[config.mk]
export PLATFORM = sky130hd
export DESIGN_NAME = sm_layer_par
export DESIGN_NICKNAME = d
export VERILOG_FILES = /design/src/rtl/sm_layer_par.sv
export SDC_FILE = /design/constraint.sdc
export NUM_CORES = 1
export LEC_CHECK = 0
export BUFFER_PORTS_ARGS = -buffer_cell sky130_fd_sc_hd__buf_2
export CELL_PAD_IN_SITES_DETAIL_PLACEMENT = 1
export CELL_PAD_IN_SITES_GLOBAL_PLACEMENT = 1
export CORE_ASPECT_RATIO = 1.5
export CORE_MARGIN = 2
export CORE_UTILIZATION = 40
export CTS_CLUSTER_DIAMETER = 150
export DETAILED_ROUTE_END_ITERATION = 6
export PLACE_DENSITY = 0.81
export SETUP_SLACK_MARGIN = 0.02
export SLEW_MARGIN = 20
export SYNTH_ARGS = -nofsm -noshare
export SYNTH_HDL_FRONTEND = slang
export SYNTH_SLANG_ARGS = --single-unit
[constraint.sdc]
create_clock -name clk -period 2.1 [get_ports clk]
set_input_delay 0.21 -clock clk [delete_from_list [all_inputs] [get_ports clk]]
set_output_delay 0.21 -clock clk [all_outputs]
set_load 0.005 [all_outputs]
[src/rtl/sm_layer_par.sv]
// sm_layer_par: control FSM for one fully-connected layer.
// Sequences neuron groups over N_MAC MAC lanes with memory latency compensation.
module sm_layer_par #(
   parameter int                    ADDR_WIDTH  = 16,
   parameter logic [ADDR_WIDTH-1:0] ADDR_BASE_A = 16'h0000,
   parameter logic [ADDR_WIDTH-1:0] ADDR_BASE_W = 16'h0000,
   parameter int                    N_IN        = 784,
   parameter int                    N_OUT       = 10,
   parameter int                    N_MAC       = 2,
   parameter int                    MEM_LAT     = 1
) (
   input  logic                  clk,
   input  logic                  rst,
   input  logic                  start,
   input  logic                  reset,
   input  logic                  relu_mode,
   output logic                  done,
   output logic                  busy,
   output logic [ADDR_WIDTH-1:0] a_addr,
   output logic [ADDR_WIDTH-1:0] w_addr,
   output logic                  mem_rd,
   output logic [N_MAC-1:0]      mac_clr,
   output logic [N_MAC-1:0]      mac_en,
   output logic [N_MAC-1:0]      r_sh_en,
   output logic                  act_relu
);

   localparam int G  = (N_OUT + N_MAC - 1) / N_MAC;
   localparam int GW = (G > 1) ? $clog2(G) : 1;
   localparam int IW = (N_IN > 1) ? $clog2(N_IN) : 1;
   localparam int LW = (MEM_LAT > 1) ? $clog2(MEM_LAT) : 1;

   localparam logic [GW-1:0] G_LAST = GW'(G - 1);
   localparam logic [IW-1:0] I_LAST = IW'(N_IN - 1);
   localparam logic [LW-1:0] L_LAST = LW'(MEM_LAT - 1);

   localparam logic [ADDR_WIDTH-1:0] W_STEP = ADDR_WIDTH'(N_IN);
   localparam logic [ADDR_WIDTH-1:0] A_ONE  = ADDR_WIDTH'(1);

   typedef enum logic [2:0] {
      S_IDLE,
      S_CLR,
      S_FETCH,
      S_DRAIN,
      S_SHIFT,
      S_DONE
   } state_t;

   state_t state, state_d;

   logic [GW-1:0] g, g_d;
   logic [IW-1:0] i, i_d;
   logic [LW-1:0] lc, lc_d;

   logic [ADDR_WIDTH-1:0] wbase, wbase_d;
   logic [ADDR_WIDTH-1:0] a_d, w_d;

   logic busy_d, done_d, relu_d, rd_d;

   logic [N_MAC-1:0] mask_d, clr_d, sh_d, en0_d;

   // Stage 0 is aligned with mem_rd; stage MEM_LAT meets the returning data.
   logic [N_MAC-1:0] pipe [0:MEM_LAT];

   // Lane l of group gi is live only if its neuron index exists.
   function automatic logic [N_MAC-1:0] lane_mask(input logic [GW-1:0] gi);
      logic [N_MAC-1:0] m;
      m = '0;
      for (int l = 0; l < N_MAC; l++) begin
         m[l] = (int'(gi) * N_MAC + l) < N_OUT;
      end
      return m;
   endfunction

   // Next-state and next-output logic; strobes derive from the next state.
   always_comb begin
      state_d = state;
      g_d     = g;
      i_d     = i;
      lc_d    = lc;
      wbase_d = wbase;
      busy_d  = busy;
      done_d  = done;
      relu_d  = act_relu;
      rd_d    = 1'b0;
      a_d     = a_addr;
      w_d     = w_addr;
      if (reset) begin
         state_d = S_IDLE;
         g_d     = '0;
         i_d     = '0;
         lc_d    = '0;
         wbase_d = ADDR_BASE_W;
         busy_d  = 1'b0;
         done_d  = 1'b0;
         a_d     = ADDR_BASE_A;
         w_d     = ADDR_BASE_W;
      end else begin
         unique case (state)
            S_IDLE, S_DONE: begin
               if (start) begin
                  state_d = S_CLR;
                  g_d     = '0;
                  i_d     = '0;
                  wbase_d = ADDR_BASE_W;
                  busy_d  = 1'b1;
                  done_d  = 1'b0;
                  relu_d  = relu_mode;
               end
            end
            S_CLR: begin
               state_d = S_FETCH;
               i_d     = '0;
               rd_d    = 1'b1;
               a_d     = ADDR_BASE_A;
               w_d     = wbase;
            end
            S_FETCH: begin
               if (i == I_LAST) begin
                  state_d = S_DRAIN;
                  lc_d    = '0;
               end else begin
                  i_d  = i + IW'(1);
                  rd_d = 1'b1;
                  a_d  = a_addr + A_ONE;
                  w_d  = w_addr + A_ONE;
               end
            end
            S_DRAIN: begin
               if (lc == L_LAST) begin
                  state_d = S_SHIFT;
               end else begin
                  lc_d = lc + LW'(1);
               end
            end
            S_SHIFT: begin
               if (g == G_LAST) begin
                  state_d = S_DONE;
                  busy_d  = 1'b0;
                  done_d  = 1'b1;
               end else begin
                  state_d = S_CLR;
                  g_d     = g + GW'(1);
                  wbase_d = wbase + W_STEP;
               end
            end
            default: state_d = S_IDLE;
         endcase
      end
      mask_d = lane_mask(g_d);
      clr_d  = (state_d == S_CLR) ? mask_d : '0;
      sh_d   = (state_d == S_SHIFT) ? mask_d : '0;
      en0_d  = rd_d ? mask_d : '0;
   end

   // State, counters and registered outputs.
   always_ff @(posedge clk or negedge rst) begin
      if (!rst) begin
         state    <= S_IDLE;
         g        <= '0;
         i        <= '0;
         lc       <= '0;
         wbase    <= ADDR_BASE_W;
         busy     <= 1'b0;
         done     <= 1'b0;
         act_relu <= 1'b0;
         mem_rd   <= 1'b0;
         a_addr   <= ADDR_BASE_A;
         w_addr   <= ADDR_BASE_W;
         mac_clr  <= '0;
         r_sh_en  <= '0;
      end else begin
         state    <= state_d;
         g        <= g_d;
         i        <= i_d;
         lc       <= lc_d;
         wbase    <= wbase_d;
         busy     <= busy_d;
         done     <= done_d;
         act_relu <= relu_d;
         mem_rd   <= rd_d;
         a_addr   <= a_d;
         w_addr   <= w_d;
         mac_clr  <= clr_d;
         r_sh_en  <= sh_d;
      end
   end

   // Read-latency pipe for the accumulate enables; soft reset flushes it.
   always_ff @(posedge clk or negedge rst) begin
      if (!rst) begin
         for (int k = 0; k <= MEM_LAT; k++) pipe[k] <= '0;
      end else if (reset) begin
         for (int k = 0; k <= MEM_LAT; k++) pipe[k] <= '0;
      end else begin
         pipe[0] <= en0_d;
         for (int k = 1; k <= MEM_LAT; k++) pipe[k] <= pipe[k-1];
      end
   end

   assign mac_en = pipe[MEM_LAT];

endmodule

* After elaboration in Yosys (flattened, before gate mapping)
Index checks and enable logic that the tools add are counted.
** Word-level totals
- Bits in registers :: 77
- Input port bits :: 5
- Logic and storage cells :: 94
** Operators by class
- Add/sub/neg operators :: 7
- Order comparisons :: 2
- Equality and inequality tests :: 14
- Mux-type cells :: 43
- Bitwise logic cells :: 1
- Reductions and logical operators :: 12
** Operators by type and width (number)
- 16-bit two-way mux :: 7
- 16-bit one-hot mux with 2 select lines :: 3
- 16-bit by 1-bit adder with 16-bit output, second input constant :: 2
- 10-bit two-way mux :: 3
- 10-bit one-hot mux with 3 select lines :: 1
- 3-bit two-way mux :: 8
- 16-bit by 10-bit adder with 16-bit output, second input constant :: 1
- 3-bit != test, second input constant :: 5
- 3-bit one-hot mux with 5 select lines :: 1
- 3-bit equality test, second input constant :: 4
- 3-bit AND reduction :: 4
- 1-bit two-way mux :: 11
- 10-bit by 1-bit adder with 10-bit output, second input constant :: 1
- 10-bit equality test, second input constant :: 1
- 3-bit nonzero test :: 3
- 1-bit one-hot mux with 2 select lines :: 4
- 3-bit by 1-bit equality test with 1-bit output, second input constant :: 2
- 3-bit by 2-bit equality test with 1-bit output, second input constant :: 2
- 2-bit two-way mux :: 3
- 3-bit one-hot mux with 2 select lines :: 1
- 4-bit by 1-bit adder with 5-bit output, second input constant :: 1
- 5-bit by 4-bit < comparator with 1-bit output, second input constant :: 1
- 4-bit < comparator, second input constant :: 1
- 4-bit two-way mux :: 1
- other kinds (7) :: 8

* Logic depth before layout (Yosys ltp)
Gate-level depths: netlist (run 1).
- Word-level depth :: 8
- Depth in mapped cells :: 7
- Depth with buffers taken out :: 7

* Worst setup path before layout (run 1)
Ideal clock, no wire load.
- Path kind :: reg2reg
- Start :: reg i[4]
- End :: reg i[4]
- Path buffers :: 0
- Library setup time :: 0.110 ns
- Arrival :: 1.896 ns
- Cell stages (with the launch flop) :: 6
- Path slack :: 0.094 ns
- Clock period less this slack :: 2.006 ns
- Cells stage by stage :: dfrtp_1 or4_4 or3_4 a221oi_4 o21ai_1 o41ai_1
** Between the ends
- Word-level cells in the longest chain between the ends :: 4
- Elaborated cells on any way between the ends :: 7
- Those cells by class :: add/sub: 1; eq/ne: 2; mux: 3; reduce/logical: 1
** Ends and longest elaborated chain
- start, declared :: line 52 : logic [IW-1:0] i, i_d;
- start signal, assigned :: line 175 : i <= i_d;
- 10-bit by 1-bit adder with 10-bit output :: line 123 : i_d = i + IW'(1);
- 10-bit two-way mux :: line 119 : if (i == I_LAST) begin
- 10-bit one-hot mux with 3 select lines :: line 99 : unique case (state)
- 10-bit two-way mux :: line 88 : if (reset) begin
Parallel ways exist; a longest one is shown, timed or not. The select of a mux whose other input is x is not followed.
A chain may end at the register's enable or synchronous reset.

* Final worst setup path (run 1)
- Start :: reg i[6]
- End :: reg w_addr[15]
** Between the ends
- Word-level cells in the longest chain between the ends :: 3
** Ends and longest elaborated chain
- 10-bit equality test :: line 119
- 3-bit != test (no source line)
- 2-bit AND reduction (no source line)
- end signal, assigned :: line 183 : w_addr <= w_d;
- end, declared :: line 20 : output logic [ADDR_WIDTH-1:0] w_addr,
Every way passes these cells.

==> flow_summary.ini, run 1 <==
[placement]
gp_congestion = 0.808
port_buffers = 46
hpwl_mm = 8.49
dp.cells = 615

[timing]
final_hold_viol_count = 0
worst_slack_ps = -45.0
fmax_mhz = 466
min_period_ps = 2140
slew_viol_final = 0
rsz0062_at_grt = true
hold_ws_ps = 105
max_slew_margin = 0.719
finalSetupViolCount = 4
tns_ps = -65.8
tightestPinTransition_ps = 421
fin_skew_ps = 4.96
post-route-period-util = 1.02

[clocking]
cts_root_buf = clkbuf_16
cts_buffer_depth = 2
worstSkewPairLatency_ps = 340
cts_buffers = 9
clk_pin_slew_ps = 60
cts_tree = built
clock-sinks = 72
h-tree-depth = 3

[worst_hold_path]
hold_path.class = input port to flop
holdPathEnd = act_relu
hold_path_startpoint = relu_mode
hold_path_depth = 2

[worst_setup_path]
worstPathMaxFanout = 12
end_kind = flop
crit_chain = or4_4 -> or3_4 -> o21ai_4 -> buf_12 -> a21oi_1 -> o22ai_1
required_ps = 2360
worstSetupStartpointType = flop
path_class = flop to flop
slowest_delay_ps = 560
crit_arrival_ps = 2400
r2r-start = i[6]
reg2reg_slack_ps = -40
cp_slowest_cell = or4_4
rr_endpoint = w_addr[15]
r2r_cells = 6
cp-startpoint = i[6]

[floorplanning]
io_pins = 47
rows = 44
die_y_um = 126
core-area_um2 = 9630
die_w_um = 85.1
die-area_um2 = 10700
start_util = 0.409

[synth]
synth_cells = 432
synth.area.top_cells = dfrtp_1 (46%), nor2_1 (4.6%), o21ai_0 (4.3%)
netlist_top_cells_count = dfrtp_1 (72), nor2_1 (48), nand2_1 (41), o21ai_0 (34), nand3_1 (26)
netlist_area_um2 = 3950
avgSynthCellArea_um2 = 9.13
synth_top_cell_by_area = dfrtp_1
synth_cell_types = 67
synth_top_area_share = 0.457
synth_most_common_cell = dfrtp_1
synthArstFlopShare = 1.00
synth-edff-count = 0
synth_ff_type = dfrtp_1
synth.net_count = 443
ys_ff_latch = 72
synth-seq-area-share = 0.457
yosys_warnings = 0

[routing]
wire_per_inst_um = 19.7
drc = 0
initialDrtViolationCount = 203
finalWirelength_mm = 12.6
ant_nets = 0
routed_via_density = 6.00
vias = 3847
dr.pass1.iters = 6

[global_routing]
grt_pass1_wl_mm = 20.4
antenna_found_initial = 0
first_global_vias = 4197
grt_usage = 0.237
grt_start_max_net_pins = 73
overflow = 0

[finish]
fill_cells = 1112
syn2layout_area_growth_pct = 30.2
n_antenna_cell = 0
drive_gt1_frac = 0.281
final_nets = 532
final_cells = 641

[run_status]
violations = negative setup slack
outcome = finished with violations

[power_and_ir_drop]
leakagePower_nw = 2.33
p_per_area_nw_per_um2 = 752
ir_drop_mv = 0.577

[run]
maxCapViolations = 0
## power by group
group	leakage, nW	switching (mW)	internal, mW	total [mW]
logic	1.17	0.285	0.199	0.484
registers	0.991	0.0513	1.43	1.48
clock network	0.174	0.610	1.28	1.89
total	2.33	0.947	2.91	3.86
## critical path: cells and delay by family (launching register included)
kind	cells	cell delay [ps]
flops	1	370
buf+inv	1	180
simple gates	2	1000
compound gates	3	500
## layout by cell type (no fill, tap or decap), drive strengths merged, types with 9 or more instances in the layout
master,netlist,final
xnor2,11,11
a21oi,25,25
and3,9,9
o21ai,48,48
inv,12,12
buf,10,95
clkbuf,9,12
nand3,26,26
dfrtp,72,72
nand2,41,41
nor2,48,48
nand4,10,10
nor3,12,12
## metal layers
metal	vias to the layer above	track usage	share of wire
met2	86	0.429	0.55
met4	0	0.104	0.027
met5	-	0	0
met3	32	0.0393	0.030
li1	1768	-	-
met1	1961	0.271	0.39
## repair_timing
item	4_1_cts	5_1_grt
buffers inserted	3	4
endpoints found under the hold margin	72	0
resized for setup	10	40
gates cloned	0	2
hold buffers	1	0
pin swaps	8	13
setup endpoints to repair	18	43
## metrics by stage
| step | total power, mW | utilization | area, um2 | setup WS [ps] |
|---|---|---|---|---|
| floorplan | 1.73 | - | 3950 | 93.6 |
| global placement | 1.90 | 0.473 | 4560 | 29.1 |
| detailed placement | 1.92 | 0.473 | 4560 | -8.20 |
| CTS | 3.83 | 0.517 | 4980 | -2.35 |
| global route | 3.99 | 0.533 | 5140 | -84.3 |
| finish | 3.86 | 0.533 | 5140 | -45.0 |
## registers in the layout, indices dropped and copies added (netlist names)
register,count
a_addr,16
w_addr,16
wbase,12
i,10
g,3
state,3
mac_clr,2
mac_en,2
pipe,2
r_sh_en,2
act_relu,1
busy,1
done,1
mem_rd,1
## kinds of logic (layout without fill, tap and decap cells)
group,after synthesis,after routing,share of synthesized area
buffers and inverters,31,125,0.0390
adder cells (fa/ha/maj),7,7,0.0216
AND/OR/NAND/NOR,190,190,0.252
flip-flops,72,72,0.457
multiplexers,1,1,0.00285
XOR/XNOR,16,16,0.0355
AO/OA/AOI/OAI,115,115,0.192
## worst max-delay path by stage
| stage | to | slack [ps] |
|---|---|---|
| 2_1_floorplan | i[4] | 90 |
| 3_3_place_gp | i[4] | 30 |
| 3_5_place_dp | i[4] | -8 |
| 4_1_cts | i[4] | -2 |
| 5_1_grt | i[4] | -80 |
| 6_report | w_addr[15] | -40 |
## layout make-up
cell class / count / area [um2] / area share
multi-input combinational: 329 / 2100 / 0.410
sequential: 72 / 1800 / 0.351
timing repair buffer: 97 / 678 / 0.132
clock buffer: 11 / 233 / 0.0453
tap: 115 / 144 / 0.0280
clock inverter: 5 / 129 / 0.0251
inverter: 12 / 45.0 / 0.00877
(Power assumes the default switching activity.)
==> run 2: changes to the inputs <==
--- a/config.mk
+++ b/config.mk
@@ -14,6 +14,7 @@
 export CTS_CLUSTER_DIAMETER = 150
 export DETAILED_ROUTE_END_ITERATION = 6
 export PLACE_DENSITY = 0.81
+export REMOVE_ABC_BUFFERS = 1
 export SETUP_SLACK_MARGIN = 0.02
 export SLEW_MARGIN = 20
 export SYNTH_ARGS = -nofsm -noshare
==> run 2 against run 1 <==
Effect of this change: the run still ends with negative setup slack left; sequential power barely moved; register-to-register slack got worse by 20 ps; setup slack worse by 23 ps; sequential share of layout area up 0.30 points; first-iteration DRC count is 20% higher; via count fell by 0.68%.
==> flow_summary.ini, run 2 (synthesized netlist as in run 1, its figures left out) <==
[clocking]
h-tree-depth = 3
worstSkewPairLatency_ps = 350
cts_tree = built
cts_buffers = 9
clk_pin_slew_ps = 60
cts_root_buf = clkbuf_16
cts_buffer_depth = 2
clock-sinks = 72

[run_status]
violations = negative setup slack
outcome = finished with violations

[worst_hold_path]
holdPathEnd = act_relu
hold_path.class = input port to flop
hold_path_depth = 2
hold_path_startpoint = relu_mode

[global_routing]
first_global_vias = 4017
grt_pass1_wl_mm = 20.5
antenna_found_initial = 0
grt_usage = 0.238
overflow = 0
grt_start_max_net_pins = 73

[timing]
post-route-period-util = 1.03
worst_slack_ps = -68.3
hold_ws_ps = 99.3
final_hold_viol_count = 0
slew_viol_final = 0
finalSetupViolCount = 13
fin_skew_ps = 9.30
tightestPinTransition_ps = 433
max_slew_margin = 0.709
rsz0062_at_grt = true
fmax_mhz = 461
min_period_ps = 2170

[routing]
initialDrtViolationCount = 244
drc = 0
vias = 3821
dr.pass1.iters = 4
routed_via_density = 6.01
ant_nets = 0
wire_per_inst_um = 20.1
finalWirelength_mm = 12.8

[worst_setup_path]
r2r_cells = 7
r2r-start = i[5]
required_ps = 2350
worstPathMaxFanout = 12
crit_arrival_ps = 2420
worst-path-buf-inv = 2
end_kind = flop
slowest_delay_ps = 550
worstSetupStartpointType = flop
crit_chain = or4_4 -> or3_4 -> o21ai_4 -> buf_4 -> clkbuf_16 -> nand2_1 -> o21ai_0
path_delay_family = simple AND/OR/NAND/NOR gates
cp_slowest_cell = or4_4
path_class = flop to flop
reg2reg_slack_ps = -70
rr_endpoint = w_addr[0]

[finish]
layout_common_cells = dfrtp_1 (72), nor2_1 (48), buf_2 (46)
final_common_cell = dfrtp_1
drive_gt1_frac = 0.267
n_antenna_cell = 0
design_area_um2 = 5090
reg_top3 = a_addr: 16 flops, w_addr: 16 flops, wbase: 12 flops
final_nets = 527
syn2layout_area_growth_pct = 28.9
fill_cells = 1093

[floorplanning]
core-area_um2 = 9630
start_util = 0.409
die_w_um = 85.1
die_y_um = 126
io_pins = 47
rows = 44
die-area_um2 = 10700

[placement]
placed_area_um2 = 4520
hpwl_mm = 8.30
port_buffers = 46
gp_congestion = 0.821

[power_and_ir_drop]
p_per_area_nw_per_um2 = 733
leakagePower_nw = 2.30
power_mw = 3.73
ir_drop_mv = 0.477

[run]
maxCapViolations = 0
==> run 2: cell types whose count changed in the layout (fill, tap and decap cells not counted), sizes merged <==
cell / delta
clkinvlp: +2
buf: -6
bufinv: -2
clkbuf: +2
clkinv: -1
==> run 2: power by group <==
group          switching, mW  leakage, nW  internal [mW]  total [mW]
clock                  0.619        0.161           1.14        1.76
combinational          0.285         1.15          0.212       0.497
sequential            0.0450        0.994           1.43        1.48
==> run 2: worst reg2reg max path, stage by stage (launching register included) <==
cell and delay (ps):
dfrtp_1 370, or4_4 550, or3_4 440, o21ai_4 190
buf_4 160, clkbuf_16 160, nand2_1 90, o21ai_0 120
==> run 2: worst max-delay path by stage <==
stage                           end  slack (ps)  depth (start not counted)  from
final                     w_addr[0]         -70                          7  i[5]
after global routing      w_addr[0]        -130                          7  i[5]
after CTS                      i[4]          -1                          5  i[5]
after detailed placement       i[4]          -4                          5  i[4]
after global placement         i[4]          40                          5  i[4]
after floorplan           a_addr[9]         -10                          5  i[4]
==> run 2: final cells by class <==
class                      count  area, um2  share of cell area
multi-input combinational    329       2090               0.410
sequential                    72       1800               0.354
timing repair buffer          92        667               0.131
clock buffer                  12        267              0.0524
tap                          115        144              0.0283
clock inverter                 4       75.1              0.0148
inverter                      12       45.0             0.00886
==> run 2: through the flow <==
stage               TNS (ps)  setup WS (ps)   util  cells
floorplan              -10.7          -10.7      -    413
global placement           0           35.5  0.469    609
detailed placement     -4.44          -4.44  0.469    609
CTS                    -1.03          -1.03  0.510    629
global route           -1490           -128  0.528    636
finish                  -230          -68.3  0.528    636
==> run 2: repair_timing <==
action	in CTS	in global routing
setup endpoints to repair	10	38
endpoints found under the hold margin	72	0
setup buffers	3	4
pin swaps	6	14
hold buffers	1	0
gates resized for setup	4	23
cloned	0	3
==> run 2: per-layer routing <==
layer | global-route usage | wire length, um | vias to the layer above
met5 | 0 | 0 | -
met4 | 0.0766 | 335 | 0
met3 | 0.0485 | 457 | 30
met2 | 0.414 | 6930 | 80
met1 | 0.292 | 5070 | 1957
li1 | - | - | 1754
==> run 3: changes to the inputs <==
--- a/config.mk
+++ b/config.mk
@@ -5,7 +5,7 @@
 export SDC_FILE = /design/constraint.sdc
 export NUM_CORES = 1
 export LEC_CHECK = 0
-export BUFFER_PORTS_ARGS = -buffer_cell sky130_fd_sc_hd__buf_2
+export BUFFER_PORTS_ARGS = -buffer_cell sky130_fd_sc_hd__buf_4
 export CELL_PAD_IN_SITES_DETAIL_PLACEMENT = 1
 export CELL_PAD_IN_SITES_GLOBAL_PLACEMENT = 1
 export CORE_ASPECT_RATIO = 1.5
@@ -16,6 +16,7 @@
 export PLACE_DENSITY = 0.81
 export REMOVE_ABC_BUFFERS = 1
 export SETUP_SLACK_MARGIN = 0.02
+export SKIP_LAST_GASP = 1
 export SLEW_MARGIN = 20
 export SYNTH_ARGS = -nofsm -noshare
 export SYNTH_HDL_FRONTEND = slang
==> run 3 against run 2 <==
Effect of this change: non-clock buffer count up 1; critical path depth decreased by 2; final cell count did not move; clock skew is 3.5 ps lower; sequential power is essentially flat; die area unchanged; flip-flop and latch count unchanged; first-iteration DRC count down 1.2%; highest routed layer unchanged; the run still ends with negative setup slack left; clock power shrank 9.7%; global-route usage grew 0.33 points.
==> flow_summary.ini, run 3 (synthesized netlist as in run 1, its figures left out) <==
[run_status]
outcome = finished with violations
violations = negative setup slack

[timing]
min_period_ps = 2130
finalSetupViolCount = 1
max_slew_margin = 0.664
slew_viol_final = 0
final_hold_viol_count = 0
rsz0062_at_grt = true
hold_ws_ps = 107
post-route-period-util = 1.01
fin_skew_ps = 5.75
tightestPinTransition_ps = 500
fmax_mhz = 470
worst_slack_ps = -27.1

[finish]
drive_gt1_frac = 0.263
n_antenna_cell = 0
final_common_cell = buf_4
final_cells = 636
layout_common_cells = buf_4 (87), dfrtp_1 (72), nor2_1 (47)
reg_top3 = a_addr: 16 flops, w_addr: 16 flops, wbase: 12 flops
final_nets = 528
syn2layout_area_growth_pct = 29.6

[power_and_ir_drop]
ir_drop_mv = 0.470
leakagePower_nw = 2.29
p_per_area_nw_per_um2 = 690

[routing]
wl_met2_mm = 6.78
dr.pass1.iters = 4
routed_via_density = 5.97
dr_wl_met3_um = 357
initialDrtViolationCount = 241
drc = 0
finalWirelength_mm = 12.2
highest_layer = met4
wire_per_inst_um = 19.2
wl_met1_mm = 4.75
vias = 3797
ant_nets = 0

[clocking]
cts_root_buf = clkbuf_16
clock-sinks = 72
cts_buffers = 9
worstSkewPairLatency_ps = 340
cts_tree = built
h-tree-depth = 3
cts_buffer_depth = 2
clk_pin_slew_ps = 50

[floorplanning]
rows = 44
die_w_um = 85.1
die_y_um = 126
die-area_um2 = 10700
core-area_um2 = 9630
io_pins = 47
start_util = 0.409

[placement]
dp.cells = 611
dp_slack_ps = -12.8
port_buffers = 46
gp_congestion = 0.842
hpwl_mm = 8.56

[worst_setup_path]
path_common_cell = o21ai_1
cp_slowest_cell = or4_4
path_class = flop to flop
slowest_delay_ps = 550
crit_arrival_ps = 2370
crit_chain = or4_4 -> or3_4 -> a221oi_4 -> o21ai_1 -> o21ai_1
worstPathMaxFanout = 7
end_kind = flop
worstSetupStartpointType = flop
reg2reg_slack_ps = -30
required_ps = 2350

[global_routing]
first_global_vias = 4071
grt_usage = 0.241
grt_start_max_net_pins = 40
overflow = 0
grt_pass1_wl_mm = 20.5
antenna_found_initial = 0

[run]
maxCapViolations = 0

[worst_hold_path]
hold_path.class = input port to flop
## run 3: path summary, 6_finish.rpt
kind / startpoint / endpoint / cells after the start
setup / recovery: i[5] / i[6] / 5
setup reg to reg: i[5] / i[6] / 5
hold / removal: relu_mode / act_relu / 2
max in group asynchronous: rst / mem_rd / 3
min in group asynchronous: rst / mac_en[1] / 2
hold reg to reg: pipe[2] / mac_en[0] / 1
## run 3: stage by stage
stage	setup TNS (ps)	area (um2)	total power, mW	util
6_report	-27.1	5110	3.53	0.531
3_3_place_gp	0	4650	1.92	0.483
3_5_place_dp	-12.8	4650	1.94	0.483
2_1_floorplan	-10.7	3840	1.70	-
5_1_grt	-585	5110	3.66	0.531
4_1_cts	-57.2	5010	3.54	0.520
## run 3: power by group
group          switching, mW  internal [mW]
Sequential            0.0434           1.43
Clock                  0.582           1.01
Combinational          0.272          0.193
## run 3: layout make-up
type,instances,area [um2]
Timing Repair Buffer,93,754
Tap cell,115,144
Multi-Input combinational cell,329,2060
Clock buffer,12,267
Clock inverter,3,40.0
Inverter,12,45.0
Fill cell,1102,4520
Sequential cell,72,1800
## run 3: worst max-delay path: cells and delay by family (launching register included)
kind	cells	cell delay (ps)
simple gates	2	990
flops	1	370
compound gates	3	670
## run 3: repair_timing
action / CTS / global route
hold buffers: 1 / 0
resized for setup: 4 / 16
setup buffers: 3 / 5
pin swaps: 6 / 14
setup endpoints to repair: 8 / 38
hold endpoints to repair: 33 / 0
cloned: 0 / 1
## run 3: routing by layer
layer,vias up,global-route usage
met5,-,0
met4,0,0.0915
met3,24,0.0426
met2,84,0.434
met1,1932,0.280
li1,1757,-
